==> config.mk <==
export PLATFORM = sky130hd
export DESIGN_NAME = signed_qformat_divider
export DESIGN_NICKNAME = d
export VERILOG_FILES = /design/src/rtl/signed_qformat_divider.sv
export SDC_FILE = /design/constraint.sdc
export NUM_CORES = 1
export LEC_CHECK = 0
export ABC_CLOCK_PERIOD_IN_PS = 3100
export CELL_PAD_IN_SITES_DETAIL_PLACEMENT = 1
export CELL_PAD_IN_SITES_GLOBAL_PLACEMENT = 2
export CORE_AREA = 4 4 153 155
export DETAILED_ROUTE_END_ITERATION = 8
export DIE_AREA = 0 0 157 159
export GPL_TIMING_DRIVEN = 0
export PLACE_DENSITY = 0.74
export SKIP_LAST_GASP = 1
export SLEW_MARGIN = 30
export SYNTH_ARGS = -nofsm -noshare
export SYNTH_HDL_FRONTEND = slang
export SYNTH_SLANG_ARGS = --single-unit
==> constraint.sdc <==
create_clock -name i_clock -period 3.1 [get_ports i_clock]
set_input_delay 0.62 -clock i_clock [delete_from_list [all_inputs] [get_ports i_clock]]
set_output_delay 0.62 -clock i_clock [all_outputs]
set_load 0.01 [all_outputs]
==> src/rtl/signed_qformat_divider.sv <==
// Iterative signed Q-format divider (restoring, one quotient bit per clock).
// Operands and result share the same Q(NUM_FIXED_BITS).(NUM_FRACTIONAL_BITS)
// format. The result is truncated toward zero and saturated to MAX/MIN.
// Divide-by-zero skips the iteration and reports immediately.
module signed_qformat_divider #(
  parameter int NUM_FIXED_BITS      = 8,
  parameter int NUM_FRACTIONAL_BITS = 8
) (
  input  logic                                           i_clock,
  input  logic                                           i_reset,      // async, active-low
  input  logic                                           i_in_valid,
  output logic                                           o_in_ready,
  input  logic [NUM_FIXED_BITS+NUM_FRACTIONAL_BITS-1:0]  i_dividend,
  input  logic [NUM_FIXED_BITS+NUM_FRACTIONAL_BITS-1:0]  i_divisor,
  output logic                                           o_out_valid,
  input  logic                                           i_out_ready,
  output logic [NUM_FIXED_BITS+NUM_FRACTIONAL_BITS-1:0]  o_quotient,
  output logic                                           o_overflow,
  output logic                                           o_div_by_zero
);

  localparam int T     = NUM_FIXED_BITS + NUM_FRACTIONAL_BITS;
  localparam int F     = NUM_FRACTIONAL_BITS;
  localparam int ITER  = T + F;
  localparam int Q_W   = T + F;
  localparam int CNT_W = $clog2(ITER + 1);

  localparam logic [CNT_W-1:0] LAST_ITER = CNT_W'(ITER - 1);
  localparam logic [T-1:0]     MAX_Q     = {1'b0, {(T-1){1'b1}}};
  localparam logic [T-1:0]     MIN_Q     = {1'b1, {(T-1){1'b0}}};

  typedef enum logic [1:0] {
    S_IDLE = 2'd0,
    S_CALC = 2'd1,
    S_DONE = 2'd2
  } state_t;

  state_t           r_state;
  state_t           w_state_next;

  logic             r_sign;
  logic [Q_W-1:0]   r_num;       // numerator, consumed MSB first
  logic [T-1:0]     r_den;       // |divisor|, |MIN| fits as unsigned
  logic [T-1:0]     r_rem;       // partial remainder, always < r_den
  logic [Q_W-1:0]   r_q;         // quotient magnitude being built
  logic [CNT_W-1:0] r_cnt;
  logic [T-1:0]     r_quotient;
  logic             r_overflow;
  logic             r_div_by_zero;

  logic             w_accept;
  logic             w_div_zero;
  logic [T-1:0]     w_abs_dividend;
  logic [T-1:0]     w_abs_divisor;
  logic [T:0]       w_rem_shift;
  logic [T:0]       w_rem_diff;
  logic             w_fits;
  logic [T-1:0]     w_rem_next;
  logic [Q_W-1:0]   w_q_next;
  logic             w_last;
  logic             w_pos_ovf;
  logic             w_neg_ovf;
  logic [T-1:0]     w_mag;
  logic [T-1:0]     w_final_q;
  logic             w_final_ovf;

  assign w_accept       = i_in_valid && (r_state == S_IDLE);
  assign w_div_zero     = (i_divisor == '0);
  assign w_abs_dividend = i_dividend[T-1] ? -i_dividend : i_dividend;
  assign w_abs_divisor  = i_divisor[T-1]  ? -i_divisor  : i_divisor;

  // One restoring step: the borrow out of the trial subtraction decides the bit.
  assign w_rem_shift = {r_rem, r_num[Q_W-1]};
  assign w_rem_diff  = w_rem_shift - {1'b0, r_den};
  assign w_fits      = ~w_rem_diff[T];
  assign w_rem_next  = w_fits ? w_rem_diff[T-1:0] : w_rem_shift[T-1:0];
  assign w_q_next    = {r_q[Q_W-2:0], w_fits};
  assign w_last      = (r_cnt == LAST_ITER);

  // Saturation: positive range tops out at 2^(T-1)-1, negative at 2^(T-1).
  assign w_pos_ovf   = |w_q_next[Q_W-1:T-1];
  assign w_neg_ovf   = (|w_q_next[Q_W-1:T]) || (w_q_next[T-1] && (|w_q_next[T-2:0]));
  assign w_mag       = w_q_next[T-1:0];
  assign w_final_q   = r_sign ? (w_neg_ovf ? MIN_Q : -w_mag)
                              : (w_pos_ovf ? MAX_Q : w_mag);
  assign w_final_ovf = r_sign ? w_neg_ovf : w_pos_ovf;

  assign o_quotient    = r_quotient;
  assign o_overflow    = r_overflow;
  assign o_div_by_zero = r_div_by_zero;

  // State register.
  always_ff @(posedge i_clock or negedge i_reset) begin
    if (!i_reset) begin
      r_state <= S_IDLE;
    end else begin
      r_state <= w_state_next;
    end
  end

  // Next-state and handshake decode.
  always_comb begin
    w_state_next = r_state;
    o_in_ready   = 1'b0;
    o_out_valid  = 1'b0;
    case (r_state)
      S_IDLE: begin
        o_in_ready = 1'b1;
        if (i_in_valid) begin
          w_state_next = w_div_zero ? S_DONE : S_CALC;
        end
      end
      S_CALC: begin
        if (w_last) begin
          w_state_next = S_DONE;
        end
      end
      S_DONE: begin
        o_out_valid = 1'b1;
        if (i_out_ready) begin
          w_state_next = S_IDLE;
        end
      end
      default: begin
        w_state_next = S_IDLE;
      end
    endcase
  end

  // Operand capture, iteration and result registers.
  always_ff @(posedge i_clock or negedge i_reset) begin
    if (!i_reset) begin
      r_sign        <= 1'b0;
      r_num         <= '0;
      r_den         <= '0;
      r_rem         <= '0;
      r_q           <= '0;
      r_cnt         <= '0;
      r_quotient    <= '0;
      r_overflow    <= 1'b0;
      r_div_by_zero <= 1'b0;
    end else begin
      if (w_accept) begin
        r_sign <= i_dividend[T-1] ^ i_divisor[T-1];
        r_num  <= {w_abs_dividend, {F{1'b0}}};
        r_den  <= w_abs_divisor;
        r_rem  <= '0;
        r_q    <= '0;
        r_cnt  <= '0;
        if (w_div_zero) begin
          r_quotient    <= i_dividend[T-1] ? MIN_Q : MAX_Q;
          r_overflow    <= 1'b0;
          r_div_by_zero <= 1'b1;
        end
      end else if (r_state == S_CALC) begin
        r_rem <= w_rem_next;
        r_num <= {r_num[Q_W-2:0], 1'b0};
        r_q   <= w_q_next;
        r_cnt <= r_cnt + 1'b1;
        if (w_last) begin
          r_quotient    <= w_final_q;
          r_overflow    <= w_final_ovf;
          r_div_by_zero <= 1'b0;
        end
      end
    end
  end

endmodule
==> flow_metrics.tcl <==
set metrics [dict create \
    yosysSeqAreaShare_pct 41.2 \
    remaining_drc_errors 0 \
    antenna_left 0 \
    cp.arrival_ns 3.28 \
    synth_async_sr_flop_share_pct 100 \
    dp_hpwl_um 14100 \
    rsz0062_at_grt "false" \
    antenna_found_initial 0 \
    portBuffers 54 \
    synth_seq_cells 97 \
    ys_warn_count 0 \
    syn-num-nets 768 \
    antennaDiodeCount 0 \
    grt_pass1_vias 5493 \
    cp-start-kind "primary input" \
    crit_chain "clkdlybuf4s50_1, or4_4, or4_4, o31a_1, a21oi_2, nand3_1, o21bai_4, buf_6, o21ai_1" \
    fmax_mhz 334 \
    slowest_stage "or4_4" \
    hold_viol 0 \
    cts.path.max_buffers 2 \
    final_util_pct 33.4 \
    clk_pin_slew_ns 0.08 \
    cts.sinks 97 \
    synth_cells 711 \
    critPathKind "in -> reg" \
    ir_drop_uv 340 \
    synth_commonest_cells "nand2_1, dfrtp_1, o21ai_0, a21oi_1, nor2_1" \
    ff2ff_setup_slack_ns 0.21 \
    fin_total_pwr_mw 8.45 \
    viasPerCell 4.95 \
    crit_top_cell "or4_4" \
    ys_top_cells_by_area "dfrtp_1, nand2_1, o21ai_0" \
    grt_usage_pct 15.3 \
    max_slew_margin_pct 53.7 \
    cpLargestDelayFamily "simple AND/OR/NAND/NOR gates" \
    die_height_um 159 \
    wire_per_inst_um 17.7 \
    start_util_pct 27.0 \
    setup_tns_ns 0 \
    outcome "complete, no violations" \
    cpPeakStageDelay_ns 0.51 \
    synth_most_common_cell "nand2_1" \
    rows 54 \
    synth.top_cell.area_share_pct 41.2 \
    drive_above_1_share_pct 7.79 \
    synth_edf_count 0 \
    die_area_um2 25000 \
    grt_max_degree 54 \
    reg2reg_to "r_rem[15]" \
    power_leakage_nw 3.04 \
    drtIter0Drc 305 \
    min_period_over_period_pct 96.6 \
    slew_viol_final 0 \
    p_per_area_nw_per_um2 1160 \
    vias 5259 \
    worst_pin_slew_ns 0.694 \
    skew_ns 0.0143 \
    clock_latency_ns 0.36 \
    syn_area_um2 5890 \
    cts_buffers 9 \
    totalWireLength_um 18800 \
    gp_congestion 0.798 \
    yosysTopAreaCell "dfrtp_1" \
    htreeDepth 3 \
    cap_violations 0 \
    syn_to_final_growth_pct 23.7 \
    grt_overflow_total 0 \
    root_buffer "clkbuf_16" \
    fin_crit_ns 2.99 \
    dieWidth_um 157 \
    end_kind "flop" \
    syn_area_per_cell_um2 8.28 \
    coreArea_um2 21800 \
    r2r_start "r_num[23]" \
    min_path_type "in -> async" \
    nets 835 \
    io-pin-count 56 \
    cts_tree "built" \
    drtPass1Iterations 4 \
    yosysUniqueCellTypes 56 \
    synthFlopType "dfrtp_1" \
    setup_viol 0 \
    crit_buf_inv 2 \
    worstPathRequired_ns 3.39 \
    grt_pass1_wl_um 30400 \
    hold_buffers 0 \
    reg2reg_depth 13 \
    crit_fanout 10 \
]
stage by stage:
stage          worst slack [ns]  instances  hold slack [ns]  cell area (um^2)
3_5_place_dp             -0.703       1046            0.471              6810
3_3_place_gp              -2.62       1045            0.460              6780
2_1_floorplan             0.262        711            0.324              5890
5_1_grt                 0.00390       1063            0.202              7280
6_report                  0.107       1063            0.181              7280
4_1_cts                -0.00520       1063            0.187              7160
power breakdown:
group          total, mW  switching, mW  internal, mW
registers           2.38          0.494          1.88
logic               4.84           2.86          1.98
clock network       1.23          0.577         0.651
total               8.45           3.93          4.51
worst reg2reg max path, stage by stage (launching register included):
cell	delay, ns
dfrtp_1	0.32
inv_1	0.09
ha_2	0.22
fa_2	0.37
nor2b_4	0.15
o2111ai_2	0.15
a211oi_2	0.30
o311ai_1	0.15
nand3_2	0.16
inv_4	0.06
buf_4	0.18
or3_1	0.34
mux2_2	0.27
nand3_1	0.08
cell type report:
cell class	instances	area, um^2
plain buffers	40	178
clock buffers	9	225
clock inverters	7	93.8
fillers	2614	14500
inverters	34	130
multi-input cells	540	3290
flip-flops and latches	97	2430
well taps	280	350
repair buffers	56	583
cells in the final DEF (no fill, tap or decap), drive strengths merged, types with 17 or more instances in the layout:
cell type      instances
o21ai                 91
a21oi                 60
nand3                 28
nand2b                17
nor2                  42
clkbuf                41
clkdlybuf4s50         49
inv                   38
xnor2                 22
nand2                118
dfrtp                 97
ha                    20
xor2                  26
flip-flops by register name, indices dropped and copies added, names as in the netlist:
register / flops
r_q: 23
o_quotient: 16
r_den: 16
r_num: 16
r_rem: 16
r_cnt: 5
r_state: 2
o_div_by_zero: 1
o_overflow: 1
r_sign: 1
timing repair:
item / in CTS / in global routing
endpoints found under the setup margin: 34 / 33
buffers inserted: 1 / 0
resized for setup: 17 / 27
pin swaps: 2 / 4
cell families (layout without fill, tap and decap cells):
kind of cell             after synthesis  after routing  share of synthesized area [%]
AO/OA/AOI/OAI                        210            210                           21.1
XOR/XNOR                              48             48                           7.14
adder cells (fa/ha/maj)               21             21                           4.59
buffers and inverters                 74            146                           4.87
flip-flops                            97             97                           41.2
multiplexers                           7              7                           1.23
AND/OR/NAND/NOR                      254            254                           19.8
how the worst max path moves through the flow:
stage / end / cells past startpoint / from / slack, ns
final: o_quotient[14] / 9 / i_divisor[8] / 0.11
after global routing: r_rem[15] / 13 / r_num[23] / 0.004
after CTS: o_quotient[14] / 12 / r_num[23] / -0.005
after detailed placement: o_quotient[13] / 8 / i_divisor[6] / -0.70
after global placement: r_den[5] / 1 / i_reset / -2.62
after floorplan: o_quotient[10] / 14 / r_num[23] / 0.26
routing by layer:
layer  up-vias  part of all wire [%]  GRT usage, %  wire length [um]
li1       2591                     -             -                 -
met1      2576                    50          22.5              9390
met2        78                    45          23.7              8570
met3        14                   3.6          2.34               683
met4         0                   1.1          3.71               199
met5         -                     0             0                 0
Note: power is estimated with default switching activity, not from simulation.
